### config.mk
export PLATFORM = sky130hd
export DESIGN_NAME = hamming_secded
export DESIGN_NICKNAME = d
export VERILOG_FILES = /design/src/rtl/hamming_secded_pkg.sv /design/src/rtl/hamming74_codec.sv /design/src/rtl/hamming_secded.sv
export SDC_FILE = /design/constraint.sdc
export NUM_CORES = 1
export LEC_CHECK = 0
export CORE_UTILIZATION = 45
export CTS_CLUSTER_SIZE = 24
export DETAILED_ROUTE_END_ITERATION = 12
export GPL_ROUTABILITY_DRIVEN = 0
export PLACE_DENSITY = 0.68
export SLEW_MARGIN = 20
export SYNTH_ARGS = -nofsm -noshare
export SYNTH_HDL_FRONTEND = slang
export SYNTH_SLANG_ARGS = --single-unit
### constraint.sdc
create_clock -name i_clk -period 0.8 [get_ports i_clk]
set_input_delay 0.16 -clock i_clk [delete_from_list [all_inputs] [get_ports i_clk]]
set_output_delay 0.16 -clock i_clk [all_outputs]
set_load 0.02 [all_outputs]
### src/rtl/hamming_secded_pkg.sv
// Shared constants, error classification and 7-segment lookup for the
// SECDED nibble demonstrator.
package hamming_secded_pkg;

  // Codeword positions; index 0 of an 8-bit word holds the overall parity p0.
  localparam int P0 = 0;
  localparam int P1 = 1;
  localparam int P2 = 2;
  localparam int D0 = 3;
  localparam int P4 = 4;
  localparam int D1 = 5;
  localparam int D2 = 6;
  localparam int D3 = 7;

  // Outcome of decoding one received word; exactly one applies.
  typedef enum logic [1:0] {
    ERR_NONE   = 2'd0,
    ERR_SINGLE = 2'd1,
    ERR_DOUBLE = 2'd2,
    ERR_PARITY = 2'd3
  } err_class_t;

  // Active-high segments {g,f,e,d,c,b,a} for a hex digit.
  function automatic logic [6:0] hex_to_7seg(input logic [3:0] value);
    logic [6:0] seg;
    case (value)
      4'h0:    seg = 7'b0111111;
      4'h1:    seg = 7'b0000110;
      4'h2:    seg = 7'b1011011;
      4'h3:    seg = 7'b1001111;
      4'h4:    seg = 7'b1100110;
      4'h5:    seg = 7'b1101101;
      4'h6:    seg = 7'b1111101;
      4'h7:    seg = 7'b0000111;
      4'h8:    seg = 7'b1111111;
      4'h9:    seg = 7'b1101111;
      4'hA:    seg = 7'b1110111;
      4'hB:    seg = 7'b1111100;
      4'hC:    seg = 7'b0111001;
      4'hD:    seg = 7'b1011110;
      4'hE:    seg = 7'b1111001;
      default: seg = 7'b1110001;
    endcase
    return seg;
  endfunction

endpackage

### src/rtl/hamming74_codec.sv
// Combinational extended Hamming(7,4) path: encode, inject flips, decode
// and classify the received word.
module hamming74_codec
  import hamming_secded_pkg::*;
(
  input  logic [3:0] data,
  input  logic [4:0] noise,
  output logic [3:0] data_out,
  output err_class_t err_class
);

  logic [7:0] code_word;
  logic [7:0] flip_mask;
  logic [7:0] rx_word;
  logic [7:0] fixed_word;
  logic [2:0] first_pos;
  logic [2:0] second_pos;
  logic [2:0] syndrome;
  logic       parity_err;

  // Build the codeword, apply the requested flips, then decode.
  always_comb begin
    code_word     = '0;
    code_word[P1] = data[0] ^ data[1] ^ data[3];
    code_word[P2] = data[0] ^ data[2] ^ data[3];
    code_word[D0] = data[0];
    code_word[P4] = data[1] ^ data[2] ^ data[3];
    code_word[D1] = data[1];
    code_word[D2] = data[2];
    code_word[D3] = data[3];
    code_word[P0] = ^code_word[7:1];

    // Second flip wraps 7 -> 1 so it never lands on the first position.
    first_pos  = noise[2:0];
    second_pos = (first_pos == 3'd7) ? 3'd1 : first_pos + 3'd1;
    flip_mask  = '0;
    if (first_pos != 3'd0) begin
      flip_mask[first_pos] = 1'b1;
      if (noise[3]) begin
        flip_mask[second_pos] = 1'b1;
      end
    end
    if (noise[4]) begin
      flip_mask[P0] = 1'b1;
    end
    rx_word = code_word ^ flip_mask;

    // Syndrome is the XOR of the indices of every set Hamming bit.
    syndrome = 3'd0;
    for (int i = 1; i < 8; i++) begin
      if (rx_word[i]) begin
        syndrome = syndrome ^ i[2:0];
      end
    end
    parity_err = ^rx_word;

    fixed_word = rx_word;
    if (syndrome == 3'd0) begin
      err_class = parity_err ? ERR_PARITY : ERR_NONE;
    end else if (parity_err) begin
      err_class            = ERR_SINGLE;
      fixed_word[syndrome] = ~rx_word[syndrome];
    end else begin
      err_class = ERR_DOUBLE;
    end

    data_out = {fixed_word[D3], fixed_word[D2], fixed_word[D1], fixed_word[D0]};
  end

endmodule

### src/rtl/hamming_secded.sv
// SECDED nibble demonstrator: combinational codec followed by a single
// output register stage with flags and a hex 7-segment pattern.
module hamming_secded
  import hamming_secded_pkg::*;
(
  input  logic       i_clk,
  input  logic       i_rst_n,
  input  logic [3:0] i_secded,
  input  logic [4:0] i_noise,
  output logic [6:0] o_7seg,
  output logic [3:0] o_secded,
  output logic       o_1bit_error,
  output logic       o_2bit_error,
  output logic       o_parity_error
);

  logic [3:0] dec_data;
  err_class_t dec_class;

  hamming74_codec u_codec (
    .data      (dec_data_in()),
    .noise     (i_noise),
    .data_out  (dec_data),
    .err_class (dec_class)
  );

  // Identity wrapper keeps the codec input an explicit named expression.
  function automatic logic [3:0] dec_data_in();
    return i_secded;
  endfunction

  // Register decoded data, flags and display; reset blanks everything at once.
  always_ff @(posedge i_clk or negedge i_rst_n) begin
    if (!i_rst_n) begin
      o_7seg         <= '0;
      o_secded       <= '0;
      o_1bit_error   <= 1'b0;
      o_2bit_error   <= 1'b0;
      o_parity_error <= 1'b0;
    end else begin
      o_7seg         <= hex_to_7seg(dec_data);
      o_secded       <= dec_data;
      o_1bit_error   <= (dec_class == ERR_SINGLE);
      o_2bit_error   <= (dec_class == ERR_DOUBLE);
      o_parity_error <= (dec_class == ERR_PARITY);
    end
  end

endmodule

==> results.txt, run 1 <==
The flow ran to the end, but the final reports show violations. The checks that failed: setup timing. The total power density per cell area is 2440 nW/um^2, and the number of design rule violations left after detail routing is 0. For the pin with the worst max-slew slack, the measured transition is 0.559 ns. In this run the worst path has a maximum fanout of 5. Clock-pin slew was measured on the worst setup and hold paths at 0.06 ns. The final global-route overflow total is 0, and the synthesized net count is 224. In this run, the number of DRC markers left after iteration 0 of detailed routing was 197. Sorting the synthesized cells by area gives the leading types as dfrtp_1, xnor2_1, ha_1.

The worst setup margin came out at -2.67 ns. For the total of hold buffers inserted after clock tree synthesis, the log shows 0. Entering global routing, the biggest net connects 15 pins.

The run gives 0.624 as the relative slew slack. The total standard cell area after synthesis is 1790 um^2, and the internal cell power is 4.50 mW. The count of H-tree levels built during CTS is 1, and the chip height is 65.1 um. The tree built by TritonCTS fans out to 14 sinks.

The detail route stage leaves a number of antenna-violating nets equal to 0. The logs give 0 for the total number of yosys warnings and 4.18 mm for the estimated wirelength of the detail-placed design. The total count of hold-check failures in the final report came out at 0. The fraction of post-synthesis cell area in the top cell type by area is 0.196, and the aggregate routed wire length is 8.01 mm.

The tools report the via count of the first global-routing pass as 2,078. The max-slew violation count came out at 0. STA puts the critical path data required time at 0.97 ns.

For the filler-free cell count of the finished design, the log shows 365. The tools report the largest vdd supply drop as 1.85 mV. The global-route wire length before repair was 9.91 mm. The number of buffers added on ports is 24.

The minimum clock period after layout is 3.47 ns, and the TritonCTS buffer count is 3. The run gives 3.49 mW as the net load switching power. After global routing, the most crowded layer is met2. STA classifies the critical path endpoint as a register.

Once placement completed, the tool counted placed cells totaling 332. The total routing usage reported by global routing was 0.311; the number of synthesized register bits was 14. Synthesis produced 202 cells.

The run gives 0 as the count of inserted antenna diode cells. The initial antenna violation count came out at 0. The run gives 7.99 mW as the total power. Setup repair after global routing could not meet its margin everywhere. The tightest hold path in the finished design has a slack of 0.243 ns. The relative contribution of combinational cells to total power was 0.778; the net count of the finished layout was 340. The filler cells instantiated in the layout total 174. Timing analysis after detailed placement gives a worst setup slack of -3.26 ns.

The proportion of total power due to net switching was 0.437; the reported max-cap violation count was 0. The worst setup path is of the in2reg kind. The number of vias in the routed layout was 2,232; the met3 routing resource usage after global routing was 0.0528. The run gives 2 as the buffer levels on the longest clock path. The path category of the worst min-delay check is in2async.

CTS placed an instance of clkbuf_8 at the clock tree root. The number of detailed-routing iterations run before antenna repair was 5; the number of placement rows was 22. The logs give 0.356 for the met1 demand-to-capacity share in global routing and 25 for the number of ports placed on the die boundary.

The initial standard-cell utilization of the core is 0.478. The startpoint kind of the worst setup timing path was an input pin. Share of post-route cells with drive strength above 1: 0.584. The number of different library cells in the post-synthesis netlist was 63; the average cell area after synthesis was 8.86 um^2.

Leading area contributor after synthesis: dfrtp_1. With fillers left out, the area of the finished cells amounts to 3280 um^2. The proportion of synthesized chip area in sequential cells was 0.196. TritonCTS built the clock tree. The layout overhead on the synthesized area is 83.2%, and the number of enable flip-flop cells after synthesis is 0.

In the synthesized netlist the dominant register cell turns out to be dfrtp_1. Setup violations remaining at the end of the flow were counted as 28. The ratio of routed vias to standard cells was 6.12. The overall die width was 65.1 um; the async set-or-reset flop fraction in the synthesized netlist was 1.00. The instance area at placement came out at 2670 um^2.

In the synthesized netlist, the cells that appear most often are nand2_1, xnor2_1, dfrtp_1. The total die area was 4230 um^2. Met2 global-route usage: 0.565.

The tools report the highest clock rate as 288 MHz. The portion of the clock cycle consumed by the worst path in the final layout was 4.34; the sequential group share of total power was 0.135. The logs give 0.087 for the proportion of power drawn by the clock network and 1.45 nW for the static power due to leakage. The average wire per standard cell was 21.9 um; the core outline area was 3740 um^2. The worst endpoint data arrival time came out at 3.64 ns.
==> kinds of logic after synthesis <==
family	share of synthesized area
flip-flops	0.196
multiplexers	0.0517
AND/OR/NAND/NOR	0.249
XOR/XNOR	0.170
adder cells (fa/ha/maj)	0.0825
AO/OA/AOI/OAI	0.203
buffers and inverters	0.0482
==> worst paths after layout <==
path | cells past startpoint | slack, ns | to | start
max | 19 | -2.67 | o_7seg[3] | i_noise[1]
min | 2 | 0.24 | o_7seg[3] | i_rst_n
max in group asynchronous | 2 | 0.44 | o_7seg[5] | i_rst_n
min in group i_clk | 1 | 0.85 | o_secded[3] | o_secded[3]
==> layout make-up <==
type / instances / area, um^2 / area share
tap: 48 / 60.1 / 0.0183
multi-input combinational: 169 / 1710 / 0.521
inverter: 13 / 51.3 / 0.0156
sequential: 14 / 350 / 0.107
clock buffer: 4 / 55.1 / 0.0168
timing repair buffer: 117 / 1050 / 0.322
==> cells in the final DEF, fill, tap and decap left out, drive strengths merged, types with 6 or more instances in the layout <==
master and instances:
buf 109, xnor2 21, nand2 18, dfrtp 14
inv 13, ha 11, a21oi 11, and2 8
mux2i 7, nor2 7, o21ai 7, xor2 6
==> through the flow <==
stage / utilization / setup TNS (ns)
floorplan: - / -30.19
global placement: 0.712 / -43.60
detailed placement: 0.712 / -44.89
CTS: 0.814 / -32.30
global route: 0.876 / -36.37
finish: 0.876 / -34.63
==> sequential cells by signal, summed over array words and instances (netlist names) <==
name	cells
o_1bit_error	1
o_2bit_error	1
o_7seg	7
o_parity_error	1
o_secded	4
==> worst max-delay path: stages <==
cell and delay (ns):
buf_8 0.08, buf_6 0.10, inv_4 0.03, ha_4 0.16, nor2b_4 0.14, buf_6 0.13, o41ai_4 0.34, buf_4 0.19
xor2_4 0.21, buf_6 0.16, xnor2_4 0.13, nand2_2 0.09, and2_4 0.18, nor4_4 0.42, mux2i_2 0.38, inv_2 0.12
ha_4 0.19, mux2_4 0.26, mux2i_1 0.16
==> layer usage <==
metal  vias to the layer above  share of wire
li1                        962              -
met3                        48          0.065
met2                       157           0.48
met1                      1065           0.39
met5                         -              0
met4                         0          0.064
==> power by group through the flow <==
stage / clock [mW] / sequential [mW] / combinational [mW]
floorplan: 0 / 1.36 / 2.20
global placement: 0 / 1.02 / 4.23
detailed placement: 0 / 1.03 / 4.35
CTS: 0.691 / 1.07 / 5.20
global route: 0.733 / 1.09 / 6.42
finish: 0.695 / 1.08 / 6.22
==> what timing repair did <==
action | 4_1_cts | 5_1_grt
setup buffers | 17 | 12
gates resized for setup | 132 | 38
pin swaps | 22 | 18
endpoints found under the setup margin | 28 | 28
gates cloned | 1 | 1
Note: power is estimated with default switching activity, not from simulation.
==> run 2, diff against run 1 <==
Settings changed: CORE_ASPECT_RATIO set to 1.5.
==> results.txt, run 2 (synthesis gave the netlist of run 1 again) <==
The number of buffers added on ports was 24. Cell repeated most along the worst path: ha_4. The die covers 4240 um^2. The run finished, with violations left. Via count of the first global-routing pass: 2,026. In this run the horizontal extent of the chip is 53.5 um. Setup repair after global routing could not meet its margin everywhere.

Based on the critical path, the design can be clocked at up to 302 MHz. OpenSTA, run right after detailed placement, puts the worst setup slack at -3.24 ns. At the pin with the least slew margin, the transition time is 0.438 ns.

Summing all placed instances gives a cell area of 2720 um^2. The estimated wirelength of the detail-placed design is 4.31 mm, and the total buffers and inverters traversed by the critical path is 5. The worst setup margin is -2.52 ns, and the minimum clock period after layout is 3.32 ns.

Data on the critical path arrives at its endpoint at 3.48 ns. The register with the most flip-flops in the layout has 7 of them. The tools report the total routing usage reported by global routing as 0.273.

The largest registers in the layout are o_7seg x7, o_secded x4. The share of post-route cells with drive strength above 1 is 0.614. The buffer cell driving the clock tree root is clkbuf_8. Using the TritonRoute via totals, the vias-per-cell ratio works out to 5.99. The run gives 88 as the detailed router's first-iteration violation count. The total of hold buffers inserted after clock tree synthesis is 0. The worst hold path belongs to the class in2async. For the static power due to leakage, the log shows 1.49 nW.

The finished cells cover 3400 um^2. The run gives 2,197 as the number of vias in the routed layout. For this run, design rule violations remaining after detail routing come to 0. For the worst setup path, the data required time is 0.97 ns.

In this design, the largest share of critical-path delay is due to simple AND/OR/NAND/NOR gates. Relative to the synthesized area, the layout overhead comes to 90.1%. For the worst hold slack after final layout, the log shows 0.248 ns. The tools report the remaining antenna violation count as 0. The worst setup path is captured at a register. The max-slew violation count is 0.

Buffer levels on the longest clock path: 2. Setup violations remaining at the end of the flow were counted as 28. The first global-routing pass estimated 8.63 mm of wire. The first detailed-routing pass ran for 5 iterations.

Max-cap violations in this run came to 0. Traced cell by cell, the critical path runs through buf_8 -> buf_6 -> inv_4 -> ha_4 -> buf_4 -> nor3b_4 -> nand3_1 -> and3_1 -> a211o_1 -> and2_4 -> xnor2_4 -> nor4_4 -> mux2i_4 -> inv_2 -> ha_4 -> mux2_4 -> mux2i_1. After clock tree synthesis, the clock-pin slew on the worst setup and hold paths is 0.06 ns.

The critical-path cell with the highest stage delay was mux2i_4. Leaving out fill and tap cells, the most frequent cell in the layout is buf_4. The portion of the clock cycle consumed by the worst path in the final layout came out at 4.14.

The initial standard-cell utilization of the core is 0.477. Entering global routing, the biggest net connects 15 pins. The tools report the number of placement rows as 27.

The floorplan step defined a core boundary enclosing 3750 um^2. The number of antenna diodes in the final layout is 0. For the count of H-tree levels built during CTS, the log shows 1. Chip height: 79.3 um. The critical path is of the in2reg type. For the largest vdd supply drop, the log shows 2.38 mV.

Summing internal, switching and leakage power gives 7.95 mW. The relative slew slack is 0.706. The count of clock tree sinks was 14. The final layout contains routed wiring with a total length of 7.24 mm. 25 I/O pins were placed. The largest register by flop count is o_7seg.

The average wire per standard cell was 19.7 um; the total power density per cell area was 2340 nW/um^2. The total count of hold-check failures in the final report is 0. In the layout the commonest cells are buf_4, buf_6, dfrtp_1. In this run the worst path has a maximum fanout of 4.

TritonCTS created 3 clock buffers. For the net count of the finished layout, the log shows 347. Global routing finished with a remaining overflow of 0. The tools report the initial antenna violation count as 0. STA classifies the critical path startpoint as an input pin. TritonCTS built the clock tree. The final reports fail on setup timing. The largest single stage delay on the critical path is 0.36 ns.
-- run 2: metal layers --
layer,wire length [um],GRT usage,vias to the layer above
met5,0,0,-
met4,529,0.147,0
met3,348,0.0307,52
met2,3980,0.558,131
met1,2380,0.232,1038
li1,-,-,976
-- run 2: cell type report --
class / count / area, um^2
Timing Repair Buffer: 124 / 1100
Fill cell: 147 / 347
Clock buffer: 4 / 55.1
Sequential cell: 14 / 350
Tap cell: 43 / 53.8
Multi-Input combinational cell: 169 / 1800
Inverter: 13 / 51.3
-- run 2: timing repair --
action / 4_1_cts / 5_1_grt
setup buffers: 12 / 15
endpoints found under the setup margin: 28 / 28
pin swaps: 15 / 22
hold endpoints to repair: 0 / 0
gates resized for setup: 131 / 51
-- run 2: metrics by stage --
step | TNS [ns] | util | std cells
after floorplan | -30.19 | - | 202
after global placement | -42.97 | 0.724 | 336
after detailed placement | -43.92 | 0.724 | 336
after CTS | -30.83 | 0.807 | 352
after global routing | -34.55 | 0.908 | 367
final | -32.94 | 0.908 | 367
-- run 2: where the power goes --
part / total, mW / switching, mW / internal (mW)
logic: 6.20 / 2.95 / 3.26
clock network: 0.676 / 0.241 / 0.435
registers: 1.08 / 0.116 / 0.959
-- run 2: final timing paths --
path / from / to / slack [ns] / cells after the start
min in group i_clk: o_7seg[2] / o_7seg[2] / 0.85 / 1
min: i_rst_n / o_7seg[0] / 0.25 / 2
max in group asynchronous: i_rst_n / o_secded[2] / 0.44 / 2
max: i_noise[1] / o_7seg[3] / -2.52 / 17
